<file path="config.mk">
export PLATFORM = sky130hd
export DESIGN_NAME = maxpool_window_ctrl
export DESIGN_NICKNAME = d
export VERILOG_FILES = /design/src/rtl/npu_pool_pkg.sv /design/src/rtl/find_max_4.sv /design/src/rtl/maxpool_window_ctrl.sv
export SDC_FILE = /design/constraint.sdc
export NUM_CORES = 1
export LEC_CHECK = 0
export ABC_AREA = 0
export ABC_CLOCK_PERIOD_IN_PS = 8600
export BUFFER_PORTS_ARGS = -buffer_cell sky130_fd_sc_hd__buf_2
export CORE_ASPECT_RATIO = 1.75
export CORE_MARGIN = 1
export CORE_UTILIZATION = 45
export CTS_BUF_LIST = sky130_fd_sc_hd__clkbuf_4
export DETAILED_ROUTE_END_ITERATION = 8
export PLACE_DENSITY = 0.66
export SLEW_MARGIN = 15
export SYNTH_ARGS = -nofsm -noshare
export SYNTH_HDL_FRONTEND = slang
export SYNTH_SLANG_ARGS = --single-unit
</file>
<file path="constraint.sdc">
create_clock -name clk -period 8.6 [get_ports clk]
set_input_delay 0.86 -clock clk [delete_from_list [all_inputs] [get_ports clk]]
set_output_delay 0.86 -clock clk [all_outputs]
set_load 0.1 [all_outputs]
</file>
<file path="src/rtl/npu_pool_pkg.sv">
// Shared types and default sizing for the max-pooling sequencer.
// Latency: n/a (types and constants only).
// Backpressure: n/a.
package npu_pool_pkg;

    // Default window geometry; the top exposes these as overridable parameters.
    localparam int DEF_MAX_BEATS = 16;
    localparam int DEF_MAX_WIN   = 1024;

    // Job sequencing states.
    typedef enum logic [1:0] {
        ST_IDLE  = 2'd0,
        ST_ACCUM = 2'd1,
        ST_DRAIN = 2'd2
    } pool_state_t;

endpackage

</file>
<file path="src/rtl/find_max_4.sv">
// Purpose: unsigned maximum of four packed elements (element k at [k*WIDTH +: WIDTH]).
// Latency: purely combinational, zero cycles.
// Backpressure: none; the caller qualifies the result with its own handshake.
module find_max_4 #(
    parameter int WIDTH = 6
) (
    input  logic [WIDTH*4-1:0] data_array,
    output logic [WIDTH-1:0]   max_val
);

    logic [WIDTH-1:0] e0;
    logic [WIDTH-1:0] e1;
    logic [WIDTH-1:0] e2;
    logic [WIDTH-1:0] e3;
    logic [WIDTH-1:0] m01;
    logic [WIDTH-1:0] m23;

    assign e0 = data_array[0*WIDTH +: WIDTH];
    assign e1 = data_array[1*WIDTH +: WIDTH];
    assign e2 = data_array[2*WIDTH +: WIDTH];
    assign e3 = data_array[3*WIDTH +: WIDTH];

    // Two-level compare tree; ties resolve either way since only the value is used.
    assign m01     = (e0 >= e1) ? e0 : e1;
    assign m23     = (e2 >= e3) ? e2 : e3;
    assign max_val = (m01 >= m23) ? m01 : m23;

endmodule

</file>
<file path="src/rtl/maxpool_window_ctrl.sv">
// Purpose: reduce 4-element beats to a running max per window, emit one result per window, done per job.
// Latency: result valid 1 cycle after the window's last beat is accepted; done 1 cycle after last result accepted.
// Backpressure: input ready only when the output register is empty or being drained this cycle.
module maxpool_window_ctrl
    import npu_pool_pkg::*;
#(
    parameter int WIDTH     = 6,
    parameter int MAX_BEATS = DEF_MAX_BEATS,
    parameter int MAX_WIN   = DEF_MAX_WIN,
    parameter int BEAT_W    = $clog2(MAX_BEATS + 1),
    parameter int WIN_W     = $clog2(MAX_WIN + 1)
) (
    input  logic                 clk,
    input  logic                 rst,
    input  logic                 i_start,
    input  logic [BEAT_W-1:0]    i_cfg_beats,
    input  logic [WIN_W-1:0]     i_cfg_windows,
    output logic                 o_busy,
    output logic                 o_done,
    input  logic                 i_valid,
    output logic                 o_ready,
    input  logic [WIDTH*4-1:0]   i_data_array,
    output logic                 o_valid,
    input  logic                 i_ready,
    output logic [WIDTH-1:0]     o_result
);

    pool_state_t        state;
    logic [BEAT_W-1:0]  beats_cfg;
    logic [WIN_W-1:0]   wins_cfg;
    logic [BEAT_W-1:0]  beat_cnt;
    logic [WIN_W-1:0]   win_cnt;
    logic [WIDTH-1:0]   acc;

    logic [WIDTH-1:0]   beat_max;
    logic [WIDTH-1:0]   merged_max;
    logic               beat_fire;
    logic               out_fire;
    logic               last_beat;
    logic               last_win;

    find_max_4 #(
        .WIDTH (WIDTH)
    ) u_find_max_4 (
        .data_array (i_data_array),
        .max_val    (beat_max)
    );

    // The first beat of a window seeds the max; later beats fold into the running value.
    assign merged_max = (beat_cnt == '0) ? beat_max
                      : ((acc > beat_max) ? acc : beat_max);

    // Ready tracks the output register so a held result stalls every beat, not just the last.
    assign o_ready   = (state == ST_ACCUM) && (!o_valid || i_ready);
    assign o_busy    = (state != ST_IDLE);
    assign beat_fire = i_valid && o_ready;
    assign out_fire  = o_valid && i_ready;
    assign last_beat = (beat_cnt == beats_cfg - BEAT_W'(1));
    assign last_win  = (win_cnt == wins_cfg - WIN_W'(1));

    // Job sequencer: config latch, beat/window counting, running max and the result register.
    always_ff @(posedge clk) begin
        if (rst) begin
            state     <= ST_IDLE;
            beats_cfg <= '0;
            wins_cfg  <= '0;
            beat_cnt  <= '0;
            win_cnt   <= '0;
            acc       <= '0;
            o_result  <= '0;
            o_valid   <= 1'b0;
            o_done    <= 1'b0;
        end else begin
            o_done <= 1'b0;
            // A consumed result empties the register unless a new one loads below.
            if (out_fire) begin
                o_valid <= 1'b0;
            end
            case (state)
                ST_IDLE: begin
                    if (i_start) begin
                        beats_cfg <= (i_cfg_beats == '0) ? BEAT_W'(1) : i_cfg_beats;
                        wins_cfg  <= (i_cfg_windows == '0) ? WIN_W'(1) : i_cfg_windows;
                        beat_cnt  <= '0;
                        win_cnt   <= '0;
                        acc       <= '0;
                        state     <= ST_ACCUM;
                    end
                end
                ST_ACCUM: begin
                    if (beat_fire) begin
                        if (last_beat) begin
                            o_result <= merged_max;
                            o_valid  <= 1'b1;
                            beat_cnt <= '0;
                            win_cnt  <= win_cnt + WIN_W'(1);
                            if (last_win) begin
                                state <= ST_DRAIN;
                            end
                        end else begin
                            acc      <= merged_max;
                            beat_cnt <= beat_cnt + BEAT_W'(1);
                        end
                    end
                end
                ST_DRAIN: begin
                    if (out_fire) begin
                        o_done <= 1'b1;
                        state  <= ST_IDLE;
                    end
                end
                default: begin
                    state <= ST_IDLE;
                end
            endcase
        end
    end

endmodule
</file>
**Word-level counts from Yosys, hierarchy flattened**

Index checks and enable logic that the tools add are counted.

- Bits in registers: 48
- Latch bits: 0
- Bits in writable memories: 0
- Memory bits (read-only): 0
- Output and inout port bits: 10
- Logic and storage cells: 76
- Memories: 0

- Add/subtract/negate cells: 4
- Multiply operators: 0
- Div/mod/pow operators: 0
- $lt $le $gt $ge: 4
- Equality and inequality tests: 10
- Shift-type cells: 0
- Mux-type cells: 30
- Bitwise operators: 1
- Reductions and logical operators: 18

Operators by type and width:

| cell | count |
|---|---|
| $mux 6 | 8 |
| $mux 11 | 4 |
| $pmux 11 s2 | 1 |
| $mux 5 | 4 |
| $ge 6x6->1 | 3 |
| $ne 2x2->1 const B | 6 |
| $pmux 6 s2 | 1 |
| $add 11x1->11 const B | 1 |
| $eq 11x11->1 | 1 |
| $logic_not 11->1 | 1 |
| $sub 11x1->11 const B | 1 |
| $logic_not 5->1 | 2 |
| $mux 2 | 5 |
| $pmux 5 s2 | 1 |
| $reduce_and 4->1 | 2 |
| $gt 6x6->1 | 1 |
| $pmux 2 s3 | 1 |
| $reduce_and 3->1 | 2 |
| $add 5x1->5 const B | 1 |
| $eq 5x5->1 | 1 |
| $mux 1 | 5 |
| $reduce_and 5->1 | 1 |
| $sub 5x1->5 const B | 1 |
| $reduce_bool 2->1 | 2 |
| 9 further kinds | 11 |

**Logic depth before layout (Yosys ltp)**

Gate-level depths: netlist (run 1).

- Depth after elaboration: 10
- Depth in mapped cells: 23
- Mapped depth without buffers: 22

**By module**

A second synthesis (run 1) with hierarchy kept.

- Cell total of the unflattened synthesis: 408
- Area, all modules: 3364.5 um^2

Modules (own cells, without submodules):

| module | instances | cells an instance | area each (um^2) | sequential area each (um^2) |
|---|---|---|---|---|
| maxpool_window_ctrl | 1 | 333 | 2710.1 | 960.9 |
| find_max_4 | 1 | 75 | 654.4 | 0.0 |

**Least setup slack after synthesis (run 1)**

Ideal clock, no wire load.

- Path kind: input port to flip-flop
- From: in i_data_array[0]
- To: reg acc[0]
- Library setup time: 0.121 ns
- Arrival time: 4.908 ns
- Path slack: 3.571 ns
- Stages: 21
- Cells stage by stage: inv_1 ha_1 nand2b_1 a21oi_1 o221ai_2 mux2i_1 ha_1 nand2b_1 a21o_1 a211oi_2 or2_2 nor3_1 o32ai_1 ha_1 nor2b_1 o21a_1 o21ai_0 a31oi_1 o21ai_0 a21oi_1 a2bb2o_1

- Word-level cells in the longest chain between the ends: 10

Ends and longest elaborated chain:

| what | line | RTL |
|---|---|---|
| start: declaration | maxpool_window_ctrl.sv:22 | `input logic [WIDTH*4-1:0] i_data_array,` |
| $ge 6x6->1 | find_max_4.sv:24 | `assign m01 = (e0 >= e1) ? e0 : e1;` |
| $mux 6 (*) | find_max_4.sv:24 |  |
| $ge 6x6->1 | find_max_4.sv:26 | `assign max_val = (m01 >= m23) ? m01 : m23;` |
| $mux 6 (*) | find_max_4.sv:26 |  |
| $gt 6x6->1 | maxpool_window_ctrl.sv:51 | `: ((acc > beat_max) ? acc : beat_max);` |
| $mux 6 | maxpool_window_ctrl.sv:51 |  |
| $mux 6 (*) | maxpool_window_ctrl.sv:50 | `assign merged_max = (beat_cnt == '0) ? beat_max` |
| $mux 6 (*) | maxpool_window_ctrl.sv:92 | `if (last_beat) begin` |
| $mux 6 (*) | maxpool_window_ctrl.sv:91 | `if (beat_fire) begin` |
| $pmux 6 s2 (*) | maxpool_window_ctrl.sv:79 | `case (state)` |
| end signal: assignment | maxpool_window_ctrl.sv:101 | `acc <= merged_max;` |
| end: declaration | maxpool_window_ctrl.sv:33 | `logic [WIDTH-1:0] acc;` |

Every way passes the cells marked *; elsewhere a longest branch is shown, timed or not. The select of a mux whose other input is x is not followed.
A chain may end at the register's enable or synchronous reset.

**Worst setup path in the final report (run 1)**

- From: in i_data_array[11]
- To: reg acc[1]

Same word-level chain as after synthesis.

==> results of run 1 <==
how the worst max path moves through the flow:
stage | to | depth (start not counted) | slack, ps
final | acc[1]$_SDFFE_PP0P_ | 21 | 3200
after global routing | acc[1]$_SDFFE_PP0P_ | 22 | 2910
after CTS | o_result[1]$_SDFFE_PP0P_ | 20 | 3210
after detailed placement | o_result[5]$_SDFFE_PP0P_ | 20 | 2840
after global placement | o_result[1]$_SDFFE_PP0P_ | 21 | 2900
after floorplan | acc[0]$_SDFFE_PP0P_ | 21 | 3570
flip-flops by register name (all words and copies together), names as in the netlist:
signal and flops:
beats_cfg 5, state 2, wins_cfg 11, acc 6, o_valid 1, beat_cnt 5
win_cnt 11, o_result 6, o_done 1
metal layers:
metal	GRT usage	up-vias	wire length, µm	part of all wire
met5	0	-	0	0
met4	0.09722	0	229	0.028
met3	0.02422	15	216	0.026
met2	0.4416	66	4708	0.57
met1	0.2056	1462	3067	0.37
li1	-	1595	-	-
power groups by stage:
stage / clock network (mW) / registers (mW) / logic [mW]
2_1_floorplan: 0 / 0.244 / 0.142
3_3_place_gp: 0 / 0.246 / 0.184
3_5_place_dp: 0 / 0.247 / 0.188
4_1_cts: 0.174 / 0.242 / 0.189
5_1_grt: 0.182 / 0.243 / 0.210
6_report: 0.171 / 0.242 / 0.189
tightest hold or removal path: cells and delay by family, from the launching register on:
family          cells  cell delay [ps]
flops               1              350
simple gates        1               60
compound gates      1               50
logic make-up after synthesis:
family	synth area share
and+or+nand+nor	0.2181
AOI/OAI and AO/OA	0.2273
DFF	0.2819
buffers and inverters	0.05323
adders and majority gates	0.1028
xor gates and xnor gates	0.06938
muxes	0.04736
area by class of cell:
cell class,instances,area (µm²),share of cell area
sequential,48,960.9,0.2502
clock inverter,3,68.82,0.01792
clock buffer,5,37.54,0.009772
tap,86,107.6,0.02801
multi-input combinational,323,2266,0.5899
antenna,1,2.502,0.0006515
inverter,34,127.6,0.03322
timing repair buffer,54,270.3,0.07036
cell usage after synthesis, types with 2 or more instances:
| cell type | instances | share of area |
|---|---|---|
| nor4b_1 | 2 | 0.0051 |
| nand2b_1 | 9 | 0.017 |
| nand2_1 | 45 | 0.050 |
| ha_1 | 28 | 0.10 |
| a211o_1 | 3 | 0.0077 |
| dfxtp_1 | 48 | 0.28 |
| xor2_1 | 9 | 0.023 |
| o211ai_1 | 5 | 0.011 |
| nor2_1 | 33 | 0.036 |
| o211a_1 | 2 | 0.0059 |
| nor2b_1 | 5 | 0.0092 |
| a21oi_1 | 35 | 0.051 |
| o31a_1 | 2 | 0.0051 |
| clkbuf_1 | 7 | 0.0077 |
| and2_1 | 4 | 0.0073 |
| o2bb2ai_1 | 2 | 0.0051 |
| a211oi_1 | 5 | 0.011 |
| o21ai_0 | 9 | 0.013 |
| or2_2 | 2 | 0.0037 |
| mux2i_1 | 12 | 0.035 |
| and3_1 | 4 | 0.0073 |
| or3_1 | 4 | 0.0073 |
| a21o_1 | 6 | 0.013 |
| nand3_1 | 9 | 0.013 |
| inv_1 | 34 | 0.037 |
| o2111ai_1 | 2 | 0.0051 |
| a211oi_2 | 3 | 0.011 |
| xnor2_1 | 18 | 0.046 |
| a2111oi_1 | 4 | 0.012 |
| nor3_1 | 9 | 0.013 |
| a2bb2o_1 | 4 | 0.012 |
| a31oi_1 | 2 | 0.0037 |
| o21ai_1 | 4 | 0.0059 |
| mux2i_2 | 3 | 0.012 |
| nor4_1 | 5 | 0.0092 |
| o32ai_1 | 3 | 0.0077 |
| nand4_1 | 7 | 0.013 |
==> results.sh, run 1 <==
export IMPL_status="finished, final reports clean"
export IMPL_track_usage=0.2179
export IMPL_start_util=0.4679
export IMPL_p_sw_frac=0.3326
export IMPL_drive_above_1_share=0.1670
export IMPL_fin_util=0.5273
export IMPL_drv_cap=0
export IMPL_final_common_cell="buf_2"
export IMPL_vias=3138
export IMPL_arrival_ps=5710
export IMPL_crit_family="compound AO/OA/AOI/OAI gates"
export IMPL_endpoint_kind="register"
export IMPL_htree_levels=2
export IMPL_powerDensity_nw_per_um2=156.5
export IMPL_peakVddDrop_mv=0.07174
export IMPL_fmax_mhz=185.3
export IMPL_intPower_mw=0.4013
export IMPL_ys_types=65
export IMPL_cts_buffers_inserted=5
export IMPL_finalPower_mw=0.6013
export IMPL_antenna_found_initial=1
export IMPL_clock_path_buffers=2
export IMPL_slew_viol_final=0
export IMPL_core_um2=7284
export IMPL_grt_max_degree=33
export IMPL_ys_seq_elements=48
export IMPL_final_cell_mix="buf_2, dfxtp_1, nand2_1, a21oi_1, inv_1"
export IMPL_synth_edf_count=0
export IMPL_crit_chain="buf_2 -> inv_1 -> ha_1 -> nand4_1 -> o221ai_2 -> mux2i_1 -> ha_1 -> nand2b_1 -> a21o_1 -> a211oi_2 -> or2_2 -> nor3_1 -> o32ai_1 -> ha_1 -> nand4_1 -> nor2_1 -> a211o_1 -> a31oi_1 -> o21ai_0 -> a21oi_1 -> a2bb2o_1"
export IMPL_power_frac_seq=0.402
export IMPL_yosysWarnings=0
export IMPL_place_hpwl_um=6645
export IMPL_fin_hold_ws_ps=488.2
export IMPL_rsz0062_at_grt="no"
export IMPL_clkSinkCount=48
export IMPL_syn_num_nets=489
export IMPL_power_frac_comb=0.314
export IMPL_clk_latency_ps=380
export IMPL_setup_worst_path_start_class="primary input"
export IMPL_wl_um=8222
export IMPL_leakage_nw=1.676
export IMPL_reg2reg_from="beats_cfg[0]$_SDFFE_PP0P_"
export IMPL_synth_area_per_cell_um2=8.193
export IMPL_drt_vias_per_instance=5.664
export IMPL_fin_setup_tns_ps=0
export IMPL_gp_congestion=0.9091
export IMPL_grt_pass1_wl_um=13160
export IMPL_finalCritPeriodShare=0.6275
export IMPL_async_reset_ff_frac=0
export IMPL_crit_path_start="i_data_array[11]"
export IMPL_grt_pass1_vias=3015
export IMPL_synthesis_area_um2=3408
export IMPL_drtAntennaViolNets=0
export IMPL_hold_path_end="beats_cfg[4]$_SDFFE_PP0P_"
export IMPL_worst_pin_slew_ps=798.2
export IMPL_post_place_ws_ps=2841
export IMPL_fin_crit_ps=5397
export IMPL_fin_area_um2=3841
export IMPL_setup_violations=0
export IMPL_hold_depth=2
export IMPL_pwr_share_clk=0.284
export IMPL_cts_tree="done"
export IMPL_die_area_um2=7939
export IMPL_finalNonFillerCells=554
export IMPL_fin_skew_ps=21.54
export IMPL_placed_cells=545
export IMPL_gr_total_overflow=0
export IMPL_cts_root_buf="clkbuf_4"
export IMPL_cts_setup_buffers=0
export IMPL_dr_pass1_iters=4
export IMPL_min_path_type="register to register"
export IMPL_r2r_slack_ps=6110
export IMPL_fin_ws_ps=3203
export IMPL_r2r_cells=8
export IMPL_fin_nets=539
export IMPL_hold_viol=0
export IMPL_io_pins=55
export IMPL_drt_iter0_markers=104
export IMPL_hold_start="beats_cfg[4]$_SDFFE_PP0P_"
export IMPL_row_count=41
export IMPL_rr_endpoint="o_result[1]$_SDFFE_PP0P_"
export IMPL_fill_cells=712
export IMPL_slew_headroom=0.4679
export IMPL_cp_required_ps=8910
export IMPL_postSynthCellCount=416
export IMPL_hold_buffers=0
export IMPL_area_growth_synth_to_final_pct=12.70
export IMPL_clk_pin_slew_ps=150
export IMPL_p_sw_mw=0.2000
export IMPL_die_height_um=117.1
export IMPL_critPathMaxFanout=6
export IMPL_wl_per_cell_um=14.84
export IMPL_drcViolationCount=0
export IMPL_ys_seq_area_frac=0.2819
export IMPL_cpPeakStageDelay_ps=490
export IMPL_synthFlopType="dfxtp_1"
export IMPL_crit_top_cell="ha_1"
export IMPL_die_w_um=67.79
export IMPL_critPathSlowestCell="o32ai_1"
export IMPL_portBuffers=54
export IMPL_dpl_cell_area_um2=3732
export IMPL_path_buf_inv=2
export IMPL_path_class="primary input to register"
export IMPL_cts_resized=0
Power figures use the tool's default switching activity.
==> run 2: changes to the inputs <==
--- a/config.mk
+++ b/config.mk
@@ -6,14 +6,14 @@
 export NUM_CORES = 1
 export LEC_CHECK = 0
 export ABC_AREA = 0
-export ABC_CLOCK_PERIOD_IN_PS = 8600
+export ABC_CLOCK_PERIOD_IN_PS = 4900
 export BUFFER_PORTS_ARGS = -buffer_cell sky130_fd_sc_hd__buf_2
 export CORE_ASPECT_RATIO = 1.75
 export CORE_MARGIN = 1
 export CORE_UTILIZATION = 45
 export CTS_BUF_LIST = sky130_fd_sc_hd__clkbuf_4
 export DETAILED_ROUTE_END_ITERATION = 8
-export PLACE_DENSITY = 0.66
+export PLACE_DENSITY = 0.68
 export SLEW_MARGIN = 15
 export SYNTH_ARGS = -nofsm -noshare
 export SYNTH_HDL_FRONTEND = slang
==> constraint.sdc (replaced) <==
create_clock -name clk -period 4.9 [get_ports clk]
set_input_delay 0.49 -clock clk [delete_from_list [all_inputs] [get_ports clk]]
set_output_delay 0.49 -clock clk [all_outputs]
set_load 0.1 [all_outputs]
==> run 2 against run 1 <==
Effect of this change:
- critical endpoint is now o_result[3]$_SDFFE_PP0P_
- clock power up 9%
- largest power group unchanged
- combinational power up 98%
- highest routed layer unchanged
- worst setup slack worse by 3000 ps
==> results.sh, run 2 (synthesis results as in run 1) <==
export IMPL_hold_buffers=0
export IMPL_reg2reg_from="beats_cfg[0]$_SDFFE_PP0P_"
export IMPL_setup_worst_path_start_class="primary input"
export IMPL_status="finished, final reports clean"
export IMPL_htree_levels=2
export IMPL_drv_cap=0
export IMPL_grt_pass1_wl_um=13690
export IMPL_final_common_cell="buf_2"
export IMPL_grt_pass1_vias=3184
export IMPL_finalPower_mw=0.9849
export IMPL_wl_um=8653
export IMPL_crit_top_cell="ha_1"
export IMPL_grt_max_degree=33
export IMPL_gr_total_overflow=0
export IMPL_wl_met2_um=4959
export IMPL_worst_pin_slew_ps=800.2
export IMPL_drive_above_1_share=0.2070
export IMPL_clock_path_buffers=2
export IMPL_slew_headroom=0.4666
export IMPL_gp_congestion=0.9083
export IMPL_fin_setup_tns_ps=0
export IMPL_die_height_um=117.1
export IMPL_antenna_found_initial=1
export IMPL_start_util=0.4679
export IMPL_hold_viol=0
export IMPL_r2r_slack_ps=2340
export IMPL_crit_chain="buf_2 -> inv_1 -> ha_1 -> nand2b_1 -> a21oi_1 -> o221ai_2 -> mux2i_2 -> ha_1 -> nand2b_1 -> a21o_1 -> a211oi_2 -> or2_2 -> a211oi_2 -> o32ai_1 -> ha_1 -> nand4_1 -> nor2_1 -> a211o_1 -> a31oi_2 -> nor2_1 -> a2111oi_1"
export IMPL_leakage_nw=1.728
export IMPL_cts_tree="done"
export IMPL_hold_depth=3
export IMPL_drtAntennaViolNets=0
export IMPL_fin_nets=555
export IMPL_dpl_cell_area_um2=3845
export IMPL_finalCritPeriodShare=0.9641
export IMPL_place_hpwl_um=7043
export IMPL_clk_pin_slew_ps=150
export IMPL_path_buf_inv=2
export IMPL_drt_iter0_markers=115
export IMPL_clkSinkCount=48
export IMPL_fin_util=0.5424
export IMPL_cts_root_buf="clkbuf_4"
export IMPL_cp_required_ps=5170
export IMPL_fin_skew_ps=17.00
export IMPL_min_path_type="primary input to register"
export IMPL_crit_family="compound AO/OA/AOI/OAI gates"
export IMPL_drcViolationCount=0
export IMPL_fmax_mhz=211.7
export IMPL_critPathMaxFanout=5
export IMPL_critPathSlowestCell="a2111oi_1"
export IMPL_fin_crit_ps=4724
export IMPL_peakVddDrop_mv=0.1140
export IMPL_cpPeakStageDelay_ps=450
export IMPL_dr_pass1_iters=4
export IMPL_wl_met3_um=252
export IMPL_arrival_ps=5000
export IMPL_r2r_cells=8
export IMPL_track_usage=0.2305
export IMPL_hold_path_end="wins_cfg[9]$_SDFFE_PP0P_"
export IMPL_setup_violations=0
export IMPL_highest_layer="met4"
export IMPL_endpoint_kind="register"
export IMPL_reg_top3="win_cnt x11, wins_cfg x11"
export IMPL_cts_buffers_inserted=5
export IMPL_core_um2=7284
export IMPL_area_growth_synth_to_final_pct=15.93
export IMPL_die_area_um2=7939
export IMPL_fill_cells=699
export IMPL_hold_start="i_cfg_windows[9]"
export IMPL_clk_latency_ps=390
export IMPL_io_pins=55
export IMPL_slew_viol_final=0
export IMPL_drt_vias_per_instance=5.744
export IMPL_die_w_um=67.79
export IMPL_powerDensity_nw_per_um2=249.3
export IMPL_fin_area_um2=3951
export IMPL_vias=3274
export IMPL_rr_endpoint="o_result[3]$_SDFFE_PP0P_"
export IMPL_wirelength_met1_um=3093
export IMPL_path_class="primary input to register"
export IMPL_wl_per_cell_um=15.18
export IMPL_final_cell_mix="buf_2, dfxtp_1, nand2_1, inv_1, a21oi_1"
export IMPL_row_count=41
export IMPL_rsz0062_at_grt="yes"
export IMPL_portBuffers=54
## run 2: changes by cell type in the layout (fill, tap and decap cells not counted), moves of 2 or more
cell        change
buf_4          +16
bufinv_16       -2
clkinvlp_4      +2
o32ai_1         -2
o32ai_2         +2
## run 2: report_power, final
part / switching, mW / internal, mW / leakage, nW
logic: 0.205 / 0.169 / 1.31
clock network: 0.133 / 0.0541 / 0.0249
registers: 0.0191 / 0.405 / 0.390
## run 2: layer usage
layer | global-route usage | vias to the layer above
li1 | - | 1638
met1 | 0.2050 | 1538
met2 | 0.4488 | 74
met3 | 0.04360 | 24
met4 | 0.1444 | 0
met5 | 0 | -
## run 2: worst reg2reg max path, delay by kind of cell (launching register included)
family                     cells  cell delay [ps]
AOI/OAI and AO/OA              3              980
xor gates and xnor gates       1              150
adders and majority gates      1              310
buffers and inverters          1               80
DFF                            1              400
and+or+nand+nor                2              550
## run 2: timing repair
item                       4_1_cts  5_1_grt
gates resized for setup          0        8
setup endpoints to repair        0       11
buffers inserted                 0        1
## run 2: metrics by stage
stage                     instances  setup WS (ps)  hold WS (ps)
after global routing            570         -127.7         319.8
after CTS                       568          4.767         322.1
after global placement          560         -311.4         460.7
after detailed placement        560         -406.9         477.2
final                           570          175.9         334.0
after floorplan                 416          241.0         448.8
## run 2: cell type report
| cell class | instances | area [µm²] | area share |
|---|---|---|---|
| Timing Repair Buffer | 70 | 390.4 | 0.09880 |
| Multi-Input combinational cell | 323 | 2306 | 0.5836 |
| Clock inverter | 3 | 18.77 | 0.004750 |
| Sequential cell | 48 | 960.9 | 0.2432 |
| Clock buffer | 5 | 37.54 | 0.009500 |
| Tap cell | 86 | 107.6 | 0.02723 |
| Antenna cell | 1 | 2.502 | 0.0006333 |
| Inverter | 34 | 127.6 | 0.03230 |
## run 2: how the worst max path moves through the flow
stage                                          end  cells after the start            start  slack [ps]
after global routing           acc[5]$_SDFFE_PP0P_                     22  i_data_array[0]        -130
after detailed placement       acc[3]$_SDFFE_PP0P_                     22  i_data_array[0]        -410
after CTS                      acc[5]$_SDFFE_PP0P_                     22  i_data_array[0]           5
final                     o_result[3]$_SDFFE_PP0P_                     21  i_data_array[0]         180
after global placement         acc[5]$_SDFFE_PP0P_                     22  i_data_array[0]        -310
after floorplan                acc[0]$_SDFFE_PP0P_                     21  i_data_array[0]         240
